`config.mk`:
```
export PLATFORM = sky130hd
export DESIGN_NAME = riscv_dii_packetizer
export DESIGN_NICKNAME = d
export VERILOG_FILES = /design/src/rtl/riscv_dbg_pkg.sv /design/src/rtl/riscv_dii_packetizer.sv
export SDC_FILE = /design/constraint.sdc
export NUM_CORES = 1
export LEC_CHECK = 0
export ABC_CLOCK_PERIOD_IN_PS = 25900
export BUFFER_PORTS_ARGS = -buffer_cell sky130_fd_sc_hd__buf_2
export CORE_AREA = 2 2 281 283
export CTS_CLUSTER_DIAMETER = 200
export DETAILED_ROUTE_END_ITERATION = 6
export DIE_AREA = 0 0 283 285
export PLACE_DENSITY_LB_ADDON = 0.05
export REMOVE_ABC_BUFFERS = 1
export SYNTH_ARGS = -nofsm -noshare
export SYNTH_HDL_FRONTEND = slang
export SYNTH_SLANG_ARGS = --single-unit
export TNS_END_PERCENT = 10
```
`constraint.sdc`:
```
create_clock -name clk -period 25.9 [get_ports clk]
set_input_delay 2.59 -clock clk [delete_from_list [all_inputs] [get_ports clk]]
set_output_delay 2.59 -clock clk [all_outputs]
set_load 0.05 [all_outputs]
```
`src/rtl/riscv_dbg_pkg.sv`:
```
// -----------------------------------------------------------------------------
// riscv_dbg_pkg
// Shared definitions for the debug-ring DII endpoints: packetizer FSM states,
// flag-flit field positions and packet type encodings.
// Optional build macro: RISCV_DII_PACKETIZER_TIMESTAMP_EN adds the TS state.
// -----------------------------------------------------------------------------
package riscv_dbg_pkg;

   typedef enum logic [2:0] {
      IDLE,
      DEST,
      SRC,
      FLAGS,
`ifdef RISCV_DII_PACKETIZER_TIMESTAMP_EN
      TS,
`endif
      PAYLOAD
   } pkt_state_e;

   // Flags flit field positions
   localparam int TYPE_MSB    = 15;
   localparam int TYPE_LSB    = 14;
   localparam int SUBTYPE_MSB = 13;
   localparam int SUBTYPE_LSB = 10;

   // Packet type encodings
   localparam logic [1:0] TYPE_REG   = 2'b00;
   localparam logic [1:0] TYPE_PLAIN = 2'b01;
   localparam logic [1:0] TYPE_EVENT = 2'b10;

endpackage

```
`src/rtl/riscv_dii_packetizer.sv`:
```
// -----------------------------------------------------------------------------
// riscv_dii_packetizer
// Transmit-side debug-ring endpoint. Accepts one event request and emits it as
// a multi-flit DII packet: DEST, SRC, FLAGS, [TS], then 0..MAX_WORDS payload
// flits, with dii_out_last on the final flit.
//
// Optional build macro: RISCV_DII_PACKETIZER_TIMESTAMP_EN
//   Adds a free-running XLEN-bit cycle counter, sampled at acceptance and sent
//   as a TS flit between FLAGS and the payload.
//
// Ports:
//   clk, rst        clock, synchronous active-high reset
//   id              this module's ring address (sent as source flit)
//   evt_valid/ready event request handshake (ready only in IDLE)
//   evt_dest        destination ring address
//   evt_type        packet type, evt_subtype packet subtype
//   evt_len         payload flit count (clamped to MAX_WORDS)
//   evt_payload     payload words, word 0 in the low XLEN bits, sent first
//   dii_out_*       flit stream towards the ring router local input
//   err_len         one-cycle pulse when an accepted evt_len exceeded MAX_WORDS
// -----------------------------------------------------------------------------
module riscv_dii_packetizer
   import riscv_dbg_pkg::*;
#(
   parameter int XLEN      = 64,
   parameter int MAX_WORDS = 8,
   parameter int LENW      = $clog2(MAX_WORDS + 1)
) (
   input  logic                      clk,
   input  logic                      rst,
   input  logic [XLEN-1:0]           id,
   input  logic                      evt_valid,
   output logic                      evt_ready,
   input  logic [XLEN-1:0]           evt_dest,
   input  logic [1:0]                evt_type,
   input  logic [3:0]                evt_subtype,
   input  logic [LENW-1:0]           evt_len,
   input  logic [MAX_WORDS*XLEN-1:0] evt_payload,
   output logic [XLEN-1:0]           dii_out_data,
   output logic                      dii_out_last,
   output logic                      dii_out_valid,
   input  logic                      dii_out_ready,
   output logic                      err_len
);

   // Index width needed to address the payload array; the length field is one
   // value wider because it also has to encode MAX_WORDS itself.
   localparam int IDXW = (MAX_WORDS > 1) ? $clog2(MAX_WORDS) : 1;
   localparam logic [LENW-1:0] MAX_LEN = LENW'(MAX_WORDS);

   pkt_state_e state_q, state_d;
   logic [LENW-1:0] idx_q, idx_d;

   logic [XLEN-1:0]                 dest_q;
   logic [XLEN-1:0]                 src_q;
   logic [1:0]                      type_q;
   logic [3:0]                      subtype_q;
   logic [LENW-1:0]                 len_q;
   logic [MAX_WORDS-1:0][XLEN-1:0]  payload_q;

   logic            accept;
   logic            len_over;
   logic [LENW-1:0] len_clamped;

   assign accept      = (state_q == IDLE) && evt_valid;
   assign len_over    = (evt_len > MAX_LEN);
   assign len_clamped = len_over ? MAX_LEN : evt_len;
   assign err_len     = accept && len_over && !rst;

`ifdef RISCV_DII_PACKETIZER_TIMESTAMP_EN
   logic [XLEN-1:0] ts_cnt_q;
   logic [XLEN-1:0] ts_q;

   always_ff @(posedge clk) begin
      if (rst) begin
         ts_cnt_q <= '0;
      end else begin
         ts_cnt_q <= ts_cnt_q + XLEN'(1);
      end
   end

   always_ff @(posedge clk) begin
      if (accept) begin
         ts_q <= ts_cnt_q;
      end
   end
`endif

   // Control state
   always_ff @(posedge clk) begin
      if (rst) begin
         state_q <= IDLE;
         idx_q   <= '0;
      end else begin
         state_q <= state_d;
         idx_q   <= idx_d;
      end
   end

   // Packet contents captured at acceptance; inputs are free to change after.
   always_ff @(posedge clk) begin
      if (accept) begin
         dest_q    <= evt_dest;
         src_q     <= id;
         type_q    <= evt_type;
         subtype_q <= evt_subtype;
         len_q     <= len_clamped;
         payload_q <= evt_payload;
      end
   end

   always_comb begin
      state_d       = state_q;
      idx_d         = idx_q;
      evt_ready     = 1'b0;
      dii_out_valid = 1'b1;
      dii_out_last  = 1'b0;
      dii_out_data  = '0;

      case (state_q)
         IDLE: begin
            evt_ready     = 1'b1;
            dii_out_valid = 1'b0;
            if (evt_valid) begin
               state_d = DEST;
            end
         end

         DEST: begin
            dii_out_data = dest_q;
            if (dii_out_ready) begin
               state_d = SRC;
            end
         end

         SRC: begin
            dii_out_data = src_q;
            if (dii_out_ready) begin
               state_d = FLAGS;
            end
         end

         FLAGS: begin
            dii_out_data[TYPE_MSB:TYPE_LSB]       = type_q;
            dii_out_data[SUBTYPE_MSB:SUBTYPE_LSB] = subtype_q;
`ifdef RISCV_DII_PACKETIZER_TIMESTAMP_EN
            if (dii_out_ready) begin
               state_d = TS;
            end
`else
            dii_out_last = (len_q == '0);
            if (dii_out_ready) begin
               state_d = (len_q == '0) ? IDLE : PAYLOAD;
            end
`endif
         end

`ifdef RISCV_DII_PACKETIZER_TIMESTAMP_EN
         TS: begin
            dii_out_data = ts_q;
            dii_out_last = (len_q == '0);
            if (dii_out_ready) begin
               state_d = (len_q == '0) ? IDLE : PAYLOAD;
            end
         end
`endif

         PAYLOAD: begin
            // idx_q never exceeds len_q-1 <= MAX_WORDS-1, so the low IDXW bits
            // address the array exactly.
            dii_out_data = payload_q[idx_q[IDXW-1:0]];
            dii_out_last = (idx_q == (len_q - LENW'(1)));
            if (dii_out_ready) begin
               if (dii_out_last) begin
                  state_d = IDLE;
                  idx_d   = '0;
               end else begin
                  idx_d   = idx_q + LENW'(1);
               end
            end
         end

         default: begin
            state_d = IDLE;
            idx_d   = '0;
         end
      endcase
   end

endmodule

```
==> results of run 1 <==
through the flow:
step / area (um2) / std cells / power [uW] / hold slack (ns)
6_report: 32140 / 3005 / 2582 / 0.6254
5_1_grt: 32110 / 2994 / 2682 / 0.6815
2_1_floorplan: 24540 / 1046 / 1514 / 0.5653
3_3_place_gp: 29650 / 2835 / 1549 / 0.5895
4_1_cts: 32060 / 2972 / 2621 / 0.6270
3_5_place_dp: 29650 / 2835 / 1554 / 0.6112
metal layers:
metal | wire length (um) | GRT usage, %
met4 | 2364 | 7.301
met1 | 28500 | 21.44
met5 | 358 | 0
met2 | 41770 | 34.11
met3 | 5880 | 6.352
worst min path at each step:
stage	start	endpoint	slack, ns	cells past startpoint
finish	idx_q[3]$_SDFFE_PP0P_	idx_q[3]$_SDFFE_PP0P_	0.63	3
floorplan	idx_q[3]$_SDFFE_PP0P_	idx_q[3]$_SDFFE_PP0P_	0.57	3
global placement	idx_q[3]$_SDFFE_PP0P_	idx_q[3]$_SDFFE_PP0P_	0.59	3
detailed placement	idx_q[3]$_SDFFE_PP0P_	idx_q[3]$_SDFFE_PP0P_	0.61	3
global route	idx_q[0]$_SDFFE_PP0P_	idx_q[0]$_SDFFE_PP0P_	0.68	2
CTS	idx_q[3]$_SDFFE_PP0P_	idx_q[3]$_SDFFE_PP0P_	0.63	3
area by class of cell:
class	instances	area [um2]	share of cell area, %
well taps	1050	1314	4.088
multi-input cells	383	4882	15.19
diodes	33	82.58	0.2569
flip-flops and latches	657	19670	61.21
inverters	6	22.52	0.07007
clock buffers	104	2071	6.443
repair buffers	739	3756	11.69
clock inverters	33	337.8	1.051
cell usage after synthesis, types with 3 or more instances:
| master | number |
|---|---|
| mux2_2 | 6 |
| nand3_1 | 3 |
| inv_1 | 6 |
| nand2b_1 | 3 |
| dfxtp_1 | 7 |
| a22oi_1 | 64 |
| a21oi_1 | 3 |
| mux4_2 | 128 |
| clkbuf_1 | 25 |
| edfxtp_1 | 650 |
| buf_1 | 4 |
| buf_6 | 10 |
| o22ai_1 | 66 |
| nand2_1 | 5 |
| mux2i_1 | 64 |
| buf_2 | 32 |
| nor3_1 | 9 |
| nor2b_1 | 5 |
| ha_1 | 3 |
| xor2_1 | 3 |
cells in the final DEF (no fill, tap or decap), types with 3 or more instances in the layout:
cell type and count:
buf_2 721, edfxtp_1 650, mux4_2 128, clkbuf_16 79
o22ai_1 66, a22oi_1 64, mux2i_1 64, diode_2 33
clkbuf_1 25, buf_4 17, clkinv_1 12, nor3_1 9
clkinv_2 7, inv_1 6, mux2_2 6, bufinv_16 6
nand2_1 5, dfxtp_4 4, xor2_1 3, nand3_1 3
nor2b_1 3, a21oi_1 3, nand2b_1 3, ha_1 3
inv_6 3, clkinvlp_4 3, dfxtp_1 3
where the power goes:
part	internal [uW]	switching, uW	total, uW
Clock	621	433	1050
Combinational	80.1	142	222
Sequential	1280	23.8	1310
sequential cells by signal, summed over array words and instances (netlist names):
signal / count
payload_q: 512
dest_q: 64
src_q: 64
idx_q: 4
len_q: 4
subtype_q: 4
state_q: 3
type_q: 2
kinds of logic (layout without fill, tap and decap cells):
kind of cell,Yosys count,count (layout),synth area share (%)
XOR/XNOR,6,6,0.2661
multiplexers,198,198,14.41
adder cells (fa/ha/maj),3,3,0.1506
flip-flops,657,657,78.87
AO/OA/AOI/OAI,139,139,3.820
other,0,33,0
buffers and inverters,77,882,1.621
AND/OR/NAND/NOR,37,37,0.8635
worst reg2reg max path: stages, from the launching register on:
cell     delay [ns]
dfxtp_4        0.54
nor3_1         0.41
and2_4         0.66
buf_4          0.80
buf_4          0.87
buf_4          0.88
==> metrics.md, run 1 <==
| Metric | Value |
|---|---|
| Final setup viols | 0 |
| Congestion Overflow GR | 0 |
| Final worst-path cycle share | 26.14% |
| Worst Path Class, Setup | reg2out |
| Yosys top cell by area | edfxtp_1 |
| Async set-or-reset flop fraction in the synthesized netlist | 0% |
| Startpoint Class | register |
| Post-DR wirelength/cell | 26.25 um |
| Initial Util | 31.97% |
| Clock Skew | 0.01613 ns |
| Vias per inst | 4.736 |
| Post-synthesis sequential element count | 657 |
| Synthesized cell area | 24930 um2 |
| Detailed Place HPWL | 55.16 mm |
| Cell family with most CP delay | buffers and inverters |
| Ports | 722 |
| Worst path depth | 6 |
| Worst slack, placed | 19.36 ns |
| VDD IR-drop max | 0.04574 mV |
| Yosys cell types | 35 |
| Clk_lat worst skew | 0.61 ns |
| Final worst setup slack | 19.13 ns |
| Number of synthesized flops with an enable pin | 650 |
| CP max-delay cell | buf_4 |
| DRC | 0 |
| Min cycle time layout | 6.771 ns |
| Pin count of the biggest net entering global routing | 184 |
| Synthesis Warnings | 0 |
| Root buffer cell | clkbuf_16 |
| Post-route ant nets | 0 |
| PostCTS Resize Cnt | 0 |
| CP peak stage delay | 0.81 ns |
| Total power per unit cell area | 80.33 nW/um2 |
| WP buf/inv | 3 |
| Hold Path Class | reg2reg |
| Die Height | 285 um |
| Filler cells | 7174 |
| Max-cap violations | 0 |
| # rows | 103 |
| CTS Buffer Depth | 3 |
| CP startpoint | idx_q[0]$_SDFFE_PP0P_ |
| Reg2Reg Depth | 5 |
| CTS sink cnt | 657 |
| Crit path top cell by count | buf_4 |
| Final Hold Fails | 0 |
| Outcome | finished clean |
| Hold-fix buffers, CTS | 0 |
| Sequential area share after synthesis | 78.87% |
| Drt first-iter violations | 851 |
| FF-to-FF Start | state_q[2]$_SDFFE_PP0P_ |
| Post-Synthesis Cells | 1117 |
| Total global-route track usage | 19.24% |
| Core box area | 77970 um2 |
| CTS tree | yes |
| First-pass GRT wire length | 110.5 mm |
| Setup crit end kind | output port |
| Die X | 283 um |
| Die Footprint | 80660 um2 |
| CP Cell Sequence | buf_4, buf_4, mux4_2, mux2i_1, o22ai_1, buf_2 |
| Nets | 2521 |
| Antenna violations before repair | 82 |
| Leak | 0.01156 uW |
| Total CTS buffers | 77 |
| Share of layout cells above drive strength 1 | 51.04% |
| Vias in the first global route | 15460 |
| Routed WL | 78.88 mm |
| Setup TNS | 0 ns |
| Reg-to-reg endpoint | payload_q[254]$_DFFE_PP_ |
| Fmax | 147.7 MHz |
| Unrepaired setup endpoints after global routing | no |
| GP Congestion | 0.7820 |
| R2R Setup Slk | 21.32 ns |
| Max-slew violations | 0 |
| Synth top area share | 78.31% |
| CTS H-tree depth | 3 |
| Via count | 14230 |
| Reg clk slew, reported paths | 0.06 ns |
| Area Overhead vs Synth | 28.94% |
| Synth top area cells | edfxtp_1 (78%), mux4_2 (12%), mux2i_1 (2.6%) |
| Synth Flop Type | edfxtp_1 |
| Critical-path maximum fanout | 40 |
| Syn Area/Cell | 22.31 um2 |
| Final core utilization | 41.22% |
| Worst-margin pin slew | 1.060 ns |
| Worst slew margin | 29.36% |
| Post-CTS Repair Setup Buffers | 0 |
| Drt pass-1 iters | 5 |
| Buffers on Ports | 721 |
| CP arrival | 4.18 ns |
| Critical Path End | dii_out_data[52] |
| WP data required | 23.31 ns |
(Power assumes the default switching activity.)
==> inputs of run 2 (changes only) <==
ABC_CLOCK_PERIOD_IN_PS = 5500   (was 25900)
CORE_AREA = 2 2 278 280   (was 2 2 281 283)
DIE_AREA = 0 0 280 282   (was 0 0 283 285)
clock period = 5.5 ns   (was 25.9 ns; I/O delays follow)
==> run 2 against run 1 <==
Sequential share of layout area grew 0.31 points; register-to-register slack lost 19 ns; critical path depth is 1 lower; final cell count down 2.9%; die area down 2.1%; first-iteration DRC count is 24% higher; global-route usage is 0.43 points lower; critical endpoint is now dii_out_data[40].
==> metrics.md, run 2 (synthesized netlist as in run 1, its figures left out) <==
| Metric | Value |
|---|---|
| Max-cap violations | 0 (unchanged) |
| Psw | 2795 uW (was 598.0 uW) |
| Unrepaired setup endpoints after global routing | no (unchanged) |
| Setup TNS | 0 ns (unchanged) |
| Via count | 14140 (was 14230) |
| Setup crit end kind | output port (unchanged) |
| Max-slew violations | 0 (unchanged) |
| Biggest register | payload_q (unchanged) |
| CP max-delay cell | nor2b_4 (was buf_4) |
| Power after layout | 11920 uW (was 2582 uW) |
| Initial Util | 32.93% (was 31.97%) |
| DRC | 0 (unchanged) |
| CP startpoint | state_q[0]$_SDFFE_PP0P_ (was idx_q[0]$_SDFFE_PP0P_) |
| Reg clk slew, reported paths | 0.06 ns (about the same) |
| CTS Buffer Depth | 3 (unchanged) |
| Area Overhead vs Synth | 28.30% (was 28.94%) |
| Congestion Overflow GR | 0 (unchanged) |
| PostCTS Resize Cnt | 0 (unchanged) |
| Post-route ant nets | 0 (unchanged) |
| Top Registers | payload_q: 512 flops, dest_q: 64 flops, src_q: 64 flops (unchanged) |
| Total power per unit cell area | 372.7 nW/um2 (was 80.33 nW/um2) |
| Outcome | finished clean (unchanged) |
| Detailed Place HPWL | 53.09 mm (was 55.16 mm) |
| Filler cells | 6867 (was 7174) |
| Antenna violations before repair | 58 (was 82) |
| Final setup viols | 0 (unchanged) |
| Startpoint Class | register (unchanged) |
| Vias per inst | 4.844 (was 4.736) |
| Clk_lat worst skew | 0.62 ns (was 0.61 ns) |
| Fmax | 235.3 MHz |
| First-pass GRT wire length | 105.4 mm (was 110.5 mm) |
| Die X | 280 um (was 283 um) |
| CP Cell Sequence | nor2b_4, buf_4, a22oi_1, o22ai_1, buf_2 (was buf_4, buf_4, mux4_2, mux2i_1, o22ai_1, buf_2) |
| Hold_sp | id[57] (was idx_q[3]$_SDFFE_PP0P_) |
| Drt pass-1 iters | 5 (unchanged) |
| CP arrival | 3.70 ns (was 4.18 ns) |
| Flop pwr share | 51.6% (was 50.6%) |
| Final Hold Fails | 0 (unchanged) |
| Post-DR wirelength/cell | 26.10 um (was 26.25 um) |
| Critical-path maximum fanout | 31 (was 40) |
| Most frequent cells in the layout | buf_2 (721), edfxtp_1 (650), mux4_2 (128), clkbuf_16 (78), o22ai_1 (66) (was buf_2 (721), edfxtp_1 (650), mux4_2 (128), clkbuf_16 (79), o22ai_1 (66)) |
| Logic pwr share | 8.7% (was 8.6%) |
| Routed WL | 76.18 mm (was 78.88 mm) |
| Ports | 722 (unchanged) |
| Min cycle time layout | 4.250 ns |
| FF-to-FF Start | state_q[0]$_SDFFE_PP0P_ (was state_q[2]$_SDFFE_PP0P_) |
| GP Congestion | 0.8036 (was 0.7820) |
| Vias in the first global route | 14980 (was 15460) |
| CTS H-tree depth | 3 (unchanged) |
| Root buffer cell | clkbuf_16 (unchanged) |
| Hold Path Class | in2reg (was reg2reg) |
| Post-CTS Repair Setup Buffers | 0 (unchanged) |
| VDD IR-drop max | 0.2167 mV (was 0.04574 mV) |
| CP peak stage delay | 1.03 ns (was 0.81 ns) |
| Worst-margin pin slew | 1.162 ns (was 1.060 ns) |
| Buffers on Ports | 721 (unchanged) |
| Total CTS buffers | 77 (unchanged) |
| Core box area | 75700 um2 (was 77970 um2) |
| Commonest non-fill, non-tap cell in the layout | buf_2 (unchanged) |
| Die Footprint | 78960 um2 (was 80660 um2) |
| Worst slew margin | 22.56% (was 29.36%) |
| Pin count of the biggest net entering global routing | 185 (was 184) |
| Sw frac | 23.45% (was 23.16%) |
| Die Height | 282 um (was 285 um) |
| Final worst-path cycle share | 77.27% |
| CTS tree | yes (unchanged) |
| Worst Path Class, Setup | reg2out (unchanged) |
| # rows | 101 (was 103) |
| Design area | 31980 um2 (was 32140 um2) |
| Drt first-iter violations | 1054 (was 851) |
| Total global-route track usage | 18.81% (was 19.24%) |
| Clk pwr share | 39.7% (was 40.8%) |
| Nets | 2519 (was 2521) |
| WP data required | 4.95 ns (was 23.31 ns) |
| Max reg flops | 512 (unchanged) |
| Share of layout cells above drive strength 1 | 51.10% (was 51.04%) |
| Clock Skew | 0.02104 ns (was 0.01613 ns) |
| Leak | 0.01153 uW (was 0.01156 uW) |
| Cell Area, Placed | 29610 um2 (was 29650 um2) |
| Internal power | 9124 uW (was 1984 uW) |
| Hold-fix buffers, CTS | 0 (unchanged) |
| CTS sink cnt | 657 (unchanged) |
==> run 2: worst max-delay path, delay by kind of cell (launching register included) <==
family | cells | cell delay, ns
AO/OA/AOI/OAI | 2 | 0.43
buffers and inverters | 2 | 0.87
flip-flops | 1 | 0.73
AND/OR/NAND/NOR | 1 | 1.03
==> run 2: area by class of cell <==
class | instances | area (um2) | area share (%)
antenna | 25 | 62.56 | 0.1956
clock buffer | 96 | 2019 | 6.315
clock inverter | 37 | 290.3 | 0.9077
inverter | 6 | 22.52 | 0.07043
multi-input combinational | 383 | 4882 | 15.27
sequential | 657 | 19670 | 61.52
tap | 978 | 1224 | 3.827
timing repair buffer | 737 | 3804 | 11.89
==> run 2: power groups by stage <==
stage / clock [uW] / sequential, uW / combinational [uW]
6_report: 4730 / 6150 / 1030
5_1_grt: 5100 / 6180 / 1110
4_1_cts: 4890 / 6150 / 1050
3_5_place_dp: 0 / 6250 / 1050
3_3_place_gp: 0 / 6240 / 1030
2_1_floorplan: 0 / 6530 / 595
==> run 2: path summary, 6_finish.rpt <==
check | endpoint | slack, ns | depth (start not counted)
max | dii_out_data[40] | 1.25 | 5
max reg2reg | dest_q[39]$_DFFE_PP_ | 2.45 | 3
min | src_q[57]$_DFFE_PP_ | 0.09 | 1
min reg2reg | idx_q[3]$_SDFFE_PP0P_ | 0.63 | 3
==> run 2: metal layers <==
layer	wire length (um)	up-vias	global-route usage, %
li1	-	6295	-
met1	27540	7083	20.89
met2	41020	538	33.69
met3	5685	179	6.679
met4	1642	44	5.759
met5	295	-	0
==> run 2: metrics by stage <==
stage | utilization, % | cells | setup WS [ns] | hold slack, ns
after floorplan | - | 1046 | -14.44 | 0.5653
after global placement | 39.11 | 2761 | 1.842 | 0.5915
after detailed placement | 39.11 | 2761 | 1.774 | 0.6174
after CTS | 42.16 | 2894 | 1.092 | 0.03856
after global routing | 42.21 | 2908 | 1.022 | 0.04922
final | 42.25 | 2919 | 1.250 | 0.09279
==> inputs of run 3 (changes only) <==
ABC_CLOCK_PERIOD_IN_PS = 4100   (was 5500)
CORE_AREA = 2 2 281 283   (was 2 2 278 280)
DIE_AREA = 0 0 283 285   (was 0 0 280 282)
clock period = 4.1 ns   (was 5.5 ns; I/O delays follow)
==> run 3 against run 2 <==
The run now fails in clock tree synthesis (4_1_cts); synthesized cell count unchanged; area after synthesis unchanged.
==> metrics.md, run 3 <==
| Metric | Value |
|---|---|
| Outcome | did not finish (was finished clean) |
| Sequential area share after synthesis | 78.87% (unchanged) |
| PostCTS Resize Cnt | 0 (unchanged) |
| Synth Flop Type | edfxtp_1 (unchanged) |
| Buffers on Ports | 721 (unchanged) |
| Number of synthesized flops with an enable pin | 650 (unchanged) |
| CTS Buffer Depth | 3 (unchanged) |
| CTS sink cnt | 657 (unchanged) |
| Yosys top cell by area | edfxtp_1 (unchanged) |
| Hold-fix buffers, CTS | 597 (was 0) |
| Halt Stage | clock tree synthesis (4_1_cts) |
| Post-synthesis sequential element count | 657 (unchanged) |
| Async set-or-reset flop fraction in the synthesized netlist | 0% (unchanged) |
| GP Congestion | 0.8160 (was 0.8036) |
| CTS H-tree depth | 3 (unchanged) |
| Die X | 283 um (was 280 um) |
| Ports | 722 (unchanged) |
| Post-CTS Repair Setup Buffers | 0 (unchanged) |
| Initial Util | 31.97% (was 32.93%) |
| Commonest cells post-synth | edfxtp_1 (650), mux4_2 (128), o22ai_1 (66), a22oi_1 (64), mux2i_1 (64) (unchanged) |
| Detailed Place HPWL | 56.38 mm (was 53.09 mm) |
| Stop Error | [ERROR RSZ-0060] Max buffer count reached. |
| Syn Area/Cell | 22.31 um2 (unchanged) |
| Yosys cell types | 35 (unchanged) |
| Synth top area cells | edfxtp_1 (78%), mux4_2 (12%), mux2i_1 (2.6%) (unchanged) |
| Synth top area share | 78.31% (unchanged) |
| # rows | 103 (was 101) |
| Worst slack, placed | 1.209 ns (was 1.774 ns) |
| Total CTS buffers | 76 (was 77) |
| Root buffer cell | clkbuf_16 (unchanged) |
| Top-count cell post-synth | edfxtp_1 (unchanged) |
| Synthesis Warnings | 0 (unchanged) |
| Post-Synthesis Cells | 1117 (unchanged) |
| Synthesized cell area | 24930 um2 (unchanged) |
| Die Height | 285 um (was 282 um) |
[run 3: cell counts after synthesis]
Identical to the previous run, type by type.
[run 3: cell families after synthesis]
| group | count (synthesis) | share of synthesized area, % |
|---|---|---|
| flops | 657 | 78.87 |
| fa+ha+maj | 3 | 0.1506 |
| simple gates | 37 | 0.8635 |
| mux | 198 | 14.41 |
| buf+inv | 77 | 1.621 |
| compound gates | 139 | 3.820 |
| xor+xnor | 6 | 0.2661 |
[run 3: per-stage QoR]
step	TNS, ns	area [um2]	cells
after floorplan	-9289.76	24540	1046
after global placement	0	29890	2847
after detailed placement	0	29890	2847
==> inputs of run 4 (changes only) <==
CORE_AREA = 2 2 284 286   (was 2 2 281 283)
CTS_CLUSTER_DIAMETER = unset   (was 200)
DIE_AREA = 0 0 286 288   (was 0 0 283 285)
PLACE_DENSITY_LB_ADDON = 0.15   (was 0.05)
==> run 4 against run 3 <==
The flow again stops in clock tree synthesis (4_1_cts); area after synthesis did not move; synthesized cell count unchanged.
==> metrics.md, run 4 <==
| Metric | Value |
|---|---|
| Initial Util | 31.30% (was 31.97%) |
| CTS H-tree depth | 3 (unchanged) |
| Hold-fix buffers, CTS | 599 (was 597) |
| Root buffer cell | clkbuf_16 (unchanged) |
| GP Congestion | 0.8327 (was 0.8160) |
| PostCTS Resize Cnt | 0 (unchanged) |
| Synth top area cells | edfxtp_1 (78%), mux4_2 (12%), mux2i_1 (2.6%) (unchanged) |
| Yosys cell types | 35 (unchanged) |
| Sequential area share after synthesis | 78.87% (unchanged) |
| Synth top area share | 78.31% (unchanged) |
| Post-synthesis sequential element count | 657 (unchanged) |
| Total CTS buffers | 75 (was 76) |
| Number of synthesized flops with an enable pin | 650 (unchanged) |
| Commonest cells post-synth | edfxtp_1 (650), mux4_2 (128), o22ai_1 (66), a22oi_1 (64), mux2i_1 (64) (unchanged) |
| Die Height | 288 um (was 285 um) |
| Buffers on Ports | 721 (unchanged) |
| Inst Count DP | 2860 (was 2847) |
| Post-Synthesis Cells | 1117 (unchanged) |
| Syn Area/Cell | 22.31 um2 (unchanged) |
| Ports | 722 (unchanged) |
| Post-CTS Repair Setup Buffers | 0 (unchanged) |
| # rows | 104 (was 103) |
| Synthesized cell area | 24930 um2 (unchanged) |
| Detailed Place HPWL | 52.56 mm (was 56.38 mm) |
| Synth Flop Type | edfxtp_1 (unchanged) |
| Stop Error | [ERROR RSZ-0060] Max buffer count reached. (unchanged) |
| CTS sink cnt | 657 (unchanged) |
| Cell Area, Placed | 29920 um2 (was 29890 um2) |
| Halt Stage | clock tree synthesis (4_1_cts) (unchanged) |
| Outcome | did not finish (unchanged) |
| Yosys top cell by area | edfxtp_1 (unchanged) |
| Top-count cell post-synth | edfxtp_1 (unchanged) |
| Async set-or-reset flop fraction in the synthesized netlist | 0% (unchanged) |
| CTS Buffer Depth | 3 (unchanged) |
| Die X | 286 um (was 283 um) |
| Synthesis Warnings | 0 (unchanged) |
-- run 4: cell counts after synthesis --
No cell type changed its count.
-- run 4: logic make-up after synthesis --
logic type                 share of synthesized area [%]
DFF                                                78.87
muxes                                              14.41
AOI/OAI and AO/OA                                  3.820
buffers and inverters                              1.621
and+or+nand+nor                                   0.8635
xor gates and xnor gates                          0.2661
adders and majority gates                         0.1506
-- run 4: stage by stage --
step                setup slack [ns]  utilization (%)  hold slack, ns   TNS, ns
detailed placement             1.208            37.58          0.5881         0
global placement               1.188            37.58          0.5867         0
floorplan                     -15.70                -          0.4791  -9289.76
